===== src/rtl/lifo_stack.sv =====
// rtl/lifo_stack.sv - parametrised LIFO with registered top of stack
// Optional sticky overflow/underflow flags are built when STACK_ERR_EN is defined.
module lifo_stack #(
  parameter int NBITS = 8,
  parameter int DEPTH = 8,
  localparam int NADDR = $clog2(DEPTH + 1)
) (
  input  logic             clk,
  input  logic             rst,
  input  logic             push,
  input  logic             pop,
  input  logic [NBITS-1:0] in,
  output logic [NBITS-1:0] out,
  output logic [NADDR-1:0] count,
  output logic             empty,
  output logic             full,
  input  logic             err_clr,
  output logic             ovf,
  output logic             unf
);

  localparam int AW = (DEPTH > 2) ? $clog2(DEPTH - 1) : 1;

  // Entries below the top; the top itself lives in the out register.
  logic [NBITS-1:0] mem [DEPTH-1];

  logic             do_push;
  logic             do_pop;
  logic             do_repl;
  logic             ovf_ev;
  logic             unf_ev;
  logic [AW-1:0]    wr_idx;
  logic [AW-1:0]    rd_idx;
  logic [NBITS-1:0] out_nxt;
  logic [NADDR-1:0] count_nxt;

  // push+pop on an empty stack degenerates to a plain push.
  assign do_push = push & (~pop | empty) & ~full;
  assign do_repl = push & pop & ~empty;
  assign do_pop  = pop & ~push & ~empty;
  assign ovf_ev  = push & ~pop & full;
  assign unf_ev  = pop & ~push & empty;

  assign wr_idx = AW'(count - NADDR'(1));
  assign rd_idx = AW'(count - NADDR'(2));

  always_comb begin
    out_nxt   = out;
    count_nxt = count;
    if (do_push) begin
      out_nxt   = in;
      count_nxt = count + NADDR'(1);
    end else if (do_repl) begin
      out_nxt = in;
    end else if (do_pop) begin
      out_nxt   = (count == NADDR'(1)) ? '0 : mem[rd_idx];
      count_nxt = count - NADDR'(1);
    end
  end

  always_ff @(posedge clk or negedge rst) begin
    if (!rst) begin
      out   <= '0;
      count <= '0;
      empty <= 1'b1;
      full  <= 1'b0;
    end else begin
      out   <= out_nxt;
      count <= count_nxt;
      empty <= (count_nxt == '0);
      full  <= (count_nxt == NADDR'(DEPTH));
    end
  end

  // Storage is not reset; a slot is always written before it can be read.
  always_ff @(posedge clk) begin
    if (do_push && !empty)
      mem[wr_idx] <= out;
  end

`ifdef STACK_ERR_EN
  // A new event in the clearing cycle keeps the flag set.
  always_ff @(posedge clk or negedge rst) begin
    if (!rst) begin
      ovf <= 1'b0;
      unf <= 1'b0;
    end else begin
      ovf <= ovf_ev | (ovf & ~err_clr);
      unf <= unf_ev | (unf & ~err_clr);
    end
  end
`else
  logic unused_err;
  assign unused_err = err_clr | ovf_ev | unf_ev;
  assign ovf = 1'b0;
  assign unf = 1'b0;
`endif

endmodule


===== config.mk =====
export PLATFORM = sky130hd
export DESIGN_NAME = lifo_stack
export DESIGN_NICKNAME = d
export VERILOG_FILES = /design/src/rtl/lifo_stack.sv
export SDC_FILE = /design/constraint.sdc
export NUM_CORES = 1
export LEC_CHECK = 0
export ABC_AREA = 1
export CAP_MARGIN = 5
export CORE_AREA = 2 2 88 90
export DETAILED_ROUTE_END_ITERATION = 6
export DIE_AREA = 0 0 90 92
export PLACE_DENSITY = 0.66
export SLEW_MARGIN = 10
export SYNTH_ARGS = -nofsm -noshare
export SYNTH_HDL_FRONTEND = slang
export SYNTH_SLANG_ARGS = --single-unit
export TNS_END_PERCENT = 1

===== constraint.sdc =====
create_clock -name clk -period 2.1 [get_ports clk]
set_input_delay 0.315 -clock clk [delete_from_list [all_inputs] [get_ports clk]]
set_output_delay 0.315 -clock clk [all_outputs]
set_load 0.05 [all_outputs]

==> impl_summary.md <==
Worst setup path
The setup path with the least slack is of type flop to primary output. The worst setup path is launched from a flop. The signal on the critical path passes through clkdlybuf4s50_1. The cell depth of the worst flop-to-flop path is 8.

The arrival time at the worst endpoint is 1.75 ns. STA classifies the critical path endpoint as a primary output. Of all nets on the critical path, the largest fanout is 4. The highest-delay cell along the critical path is sky130_fd_sc_hd__clkdlybuf4s50_1. The launch point of the worst path is empty$_DFF_PN1_. The total number of cells along the worst setup path is 1.

In this run the critical register-to-register path is captured at out[3]$_DFFE_PN0P_. The kind of cell with the highest combined delay along the critical path is buffers and inverters. The number of buffers and inverters on the critical path is 1. The setup check on the worst reg-to-reg path leaves a slack of between 0.2 and 0.3 ns. The delay of the slowest critical-path stage is around 0.8 ns. The startpoint identified for the worst register-to-register timing path is count[2]$_DFF_PN0_. The critical path endpoint is empty. STA puts the critical path data required time at 1.78 ns.

STA
The final total negative setup slack is 0 ns. Derived from the worst setup path, the maximum achievable clock frequency is around 480 MHz. The time the worst path needs with I/O delays and setup is slightly above 2 ns. The final period utilization is between 90% and 100%.

Headroom to the max-slew limit came out at 51.5%. The number of hold violations in the final report is 0. The max-slew violation count is 0. The setup-violating endpoint count in the final report is 0. Between clock sinks in the finished design, the worst skew comes to around 0.0078 ns. Setup repair after global routing left no endpoint under its margin. At the pin with the least slew margin, the transition time is 0.726 ns.

Finish
The finished cells cover 0.00388 sq mm. Summing all multi-input logic gate instances after layout gives 0.00101 sq mm. The area growth from synthesis to layout is 19.8%. 0 antenna diodes ended up in the layout.

The layout cell share with drive strength beyond 1 is 15.0%. The sequential cells in the finished layout cover a total of 0.00204 sq mm. At the end of the flow, the number of nets in the layout was between 300 and 400. The number of filler cells placed in the layout is slightly below 700.

Synth
After synthesis the netlist holds a flip-flop and latch count of 70. The number of enable flip-flop cells after synthesis is between 50 and 60. The sequential area share after synthesis is 62.9%.

The most frequently used cell type in the post-synthesis netlist is sky130_fd_sc_hd__nand2_1. The mean cell area of the mapped netlist is 10.1 sq um. After synthesis, the most frequently instantiated cells are 75 x sky130_fd_sc_hd__nand2_1, 56 x sky130_fd_sc_hd__edfxtp_1, 35 x sky130_fd_sc_hd__nor2_1.

The async set or reset register ratio after synthesis is 20.0%. The count of cell types in the netlist is 25. The cell area that synthesis handed to floorplanning was 0.00323 sq mm. In the post-synthesis netlist, the biggest area contributors are sky130_fd_sc_hd__edfxtp_1 52%, sky130_fd_sc_hd__dfrtp_1 10%, sky130_fd_sc_hd__nand2_1 8.7%, sky130_fd_sc_hd__nand3_1 4.5%, sky130_fd_sc_hd__nor2_1 4.1%. The top-area cell type share of the netlist area is 52.0%.

The cell accounting for the most synthesized area is sky130_fd_sc_hd__edfxtp_1. Yosys printed 0 warnings. The synthesized instance count is 320. In the synthesized netlist the dominant register cell turns out to be sky130_fd_sc_hd__edfxtp_1.

Placement
The quantity of I/O buffers inserted on ports is 25. The detailed placement HPWL is 4.70 mm. The cell area reported after detailed placement is roughly 0.0037 sq mm.

The weighted congestion reported at the end of routability-driven placement is 0.851.

Drt
Using the TritonRoute via totals, the vias-per-cell ratio works out to 4.83. The number of optimization iterations in the first detailed-route pass is 4. For this run, design rule violations remaining after detail routing come to 0. The wire length after detailed routing is ~7 mm. In the final routed layout, each cell accounts on average for between 10 and 15 microns.

In this run the remaining antenna-violating nets after routing total 0. The starting DRC count in detailed routing is 140. The vias after detailed routing is 2261.

Die
The die covers 0.00828 sq mm. The floorplan step set the die height to slightly above 90 microns. The initial cell density of the core is 43.4%. The core region is 0.00745 sq mm. The die width is about 90 microns. The initialized floorplan defines 32 standard-cell rows. During I/O placement, the number of pins put on the boundary was 29.

Power and ir drop
For this design the static power due to leakage is 1.59 nW. The ratio of total power to cell area is ~1600 mW/mm^2. The largest voltage drop on the vdd net is 0.00128 V.

Global routing
The number of antenna violations at the first check in global routing was 0. The most utilized layer in the global route result is met2. Entering global routing, the biggest net connects 40 pins. The via count of the first global-routing pass came to 2242. In the global route stage, met1 resource usage came out at 24.6%. The global-route wire length before repair is 11.2 mm. Global routing consumed, over all layers together, 17.8% of the routing resources.

Summed over all layers, the global routing overflow is 0. Global routing consumed, on the met2 layer, 27.7% of the routing resources. For met3 alone, demand over resource in global routing was 3.04%.

Job
Across the run, the number of max-cap violations was 0.

Worst hold path
The path category of the worst min-delay check is input port to asynchronous set/reset pin.

Clock network
The clock-pin slew on the worst setup and hold paths is 0.07 ns. The H-tree was split into 3 levels. The clock root buffer master is sky130_fd_sc_hd__clkbuf_8. The clock insertion delay at the later pin of the skew report is 0.34 ns. TritonCTS created 9 clock buffers. Clock tree synthesis found a total of 70 sinks. In this run the deepest clock path goes through 2 buffers. The TritonCTS clock tree is done.

Run status
The run finished with clean final reports.
==> placed cells by master (no fill, tap or decap) <==
| cell | n |
|---|---|
| sky130_fd_sc_hd__nor2_4 | 4 |
| sky130_fd_sc_hd__buf_4 | 18 |
| sky130_fd_sc_hd__dlymetal6s2s_1 | 1 |
| sky130_fd_sc_hd__a21oi_2 | 1 |
| sky130_fd_sc_hd__inv_1 | 34 |
| sky130_fd_sc_hd__nand3_4 | 1 |
| sky130_fd_sc_hd__or2_1 | 7 |
| sky130_fd_sc_hd__bufinv_16 | 1 |
| sky130_fd_sc_hd__inv_2 | 4 |
| sky130_fd_sc_hd__nand2_1 | 75 |
| sky130_fd_sc_hd__a21boi_0 | 1 |
| sky130_fd_sc_hd__o21ai_1 | 1 |
| sky130_fd_sc_hd__nand2_2 | 4 |
| sky130_fd_sc_hd__o21ai_2 | 1 |
| sky130_fd_sc_hd__dfrtp_2 | 2 |
| sky130_fd_sc_hd__clkinv_2 | 1 |
| sky130_fd_sc_hd__clkinvlp_4 | 2 |
| sky130_fd_sc_hd__ha_1 | 6 |
| sky130_fd_sc_hd__clkbuf_8 | 9 |
| sky130_fd_sc_hd__nor3_2 | 1 |
| sky130_fd_sc_hd__nor2_1 | 33 |
| sky130_fd_sc_hd__dfstp_2 | 1 |
| sky130_fd_sc_hd__inv_6 | 1 |
| sky130_fd_sc_hd__conb_1 | 2 |
| sky130_fd_sc_hd__edfxtp_1 | 56 |
| sky130_fd_sc_hd__o211ai_1 | 7 |
| sky130_fd_sc_hd__clkbuf_1 | 2 |
| sky130_fd_sc_hd__dfrtp_1 | 11 |
| sky130_fd_sc_hd__nand2_4 | 2 |
| sky130_fd_sc_hd__nand3_1 | 29 |
| sky130_fd_sc_hd__a21oi_1 | 24 |
| sky130_fd_sc_hd__or2_2 | 2 |
| sky130_fd_sc_hd__clkdlybuf4s50_1 | 22 |
==> cells by family after synthesis <==
group                      after synthesis  synth area share (%)
AOI/OAI and AO/OA                       35                  6.27
adders and majority gates                6                  2.32
DFF                                     70                  62.9
other                                    1                 0.116
and+or+nand+nor                        158                  21.9
buffers and inverters                   50                  6.58
==> through the flow <==
stage                     util (%)  power (mW)  std cells  hold WS (ns)  worst slack [ns]
after floorplan                  -        4.13        321        0.0194           -0.0646
after global placement        49.5        5.00        452         0.501             0.135
after detailed placement      49.5        5.06        452         0.509            0.0769
after CTS                     52.0        6.12        468         0.419            0.0117
after global routing          52.0        6.50        468         0.437           0.00164
final                         52.0        6.10        468         0.405            0.0339
==> power by group <==
part	switching (mW)	internal (mW)	total (mW)
combinational	1.93	0.937	2.87
clock	0.491	0.551	1.04
sequential	0.227	1.96	2.19
total	2.65	3.45	6.10
==> sequential cells by signal, indices dropped and copies added (netlist names) <==
name	count
mem	56
out	8
count	4
empty	1
full	1
==> cell type report <==
| class | instances | area share, % |
|---|---|---|
| Clock buffer | 11 | 3.39 |
| Inverter | 38 | 3.68 |
| Clock inverter | 5 | 1.52 |
| Tap cell | 102 | 3.29 |
| Timing Repair Buffer | 41 | 9.49 |
| Sequential cell | 70 | 52.5 |
| Multi-Input combinational cell | 201 | 26.1 |
==> routing by layer <==
metal,part of all wire [%],routed length [microns]
met5,0,0
met2,47,3220
met1,46,3170
met4,2.4,167
met3,4.5,308
==> worst min path at each step <==
stage | from | to | depth (start not counted) | slack (ns)
final | rst | count[2]$_DFF_PN0_ | 1 | 0.41
after detailed placement | out[4]$_DFFE_PN0P_ | mem[1][4]$_DFFE_PP_ | 0 | 0.51
after global routing | rst | out[6]$_DFFE_PN0P_ | 1 | 0.44
after CTS | rst | out[2]$_DFFE_PN0P_ | 1 | 0.42
after floorplan | rst | count[0]$_DFF_PN0_ | 0 | 0.02
after global placement | out[4]$_DFFE_PN0P_ | mem[1][4]$_DFFE_PP_ | 0 | 0.50
==> timing repair <==
item | 4_1_cts | 5_1_grt
buffers inserted | 0 | 0
setup endpoints to repair | 0 | 1
gates resized for setup | 0 | 1
hold buffers | 0 | 0
Power figures use the tool's default switching activity.
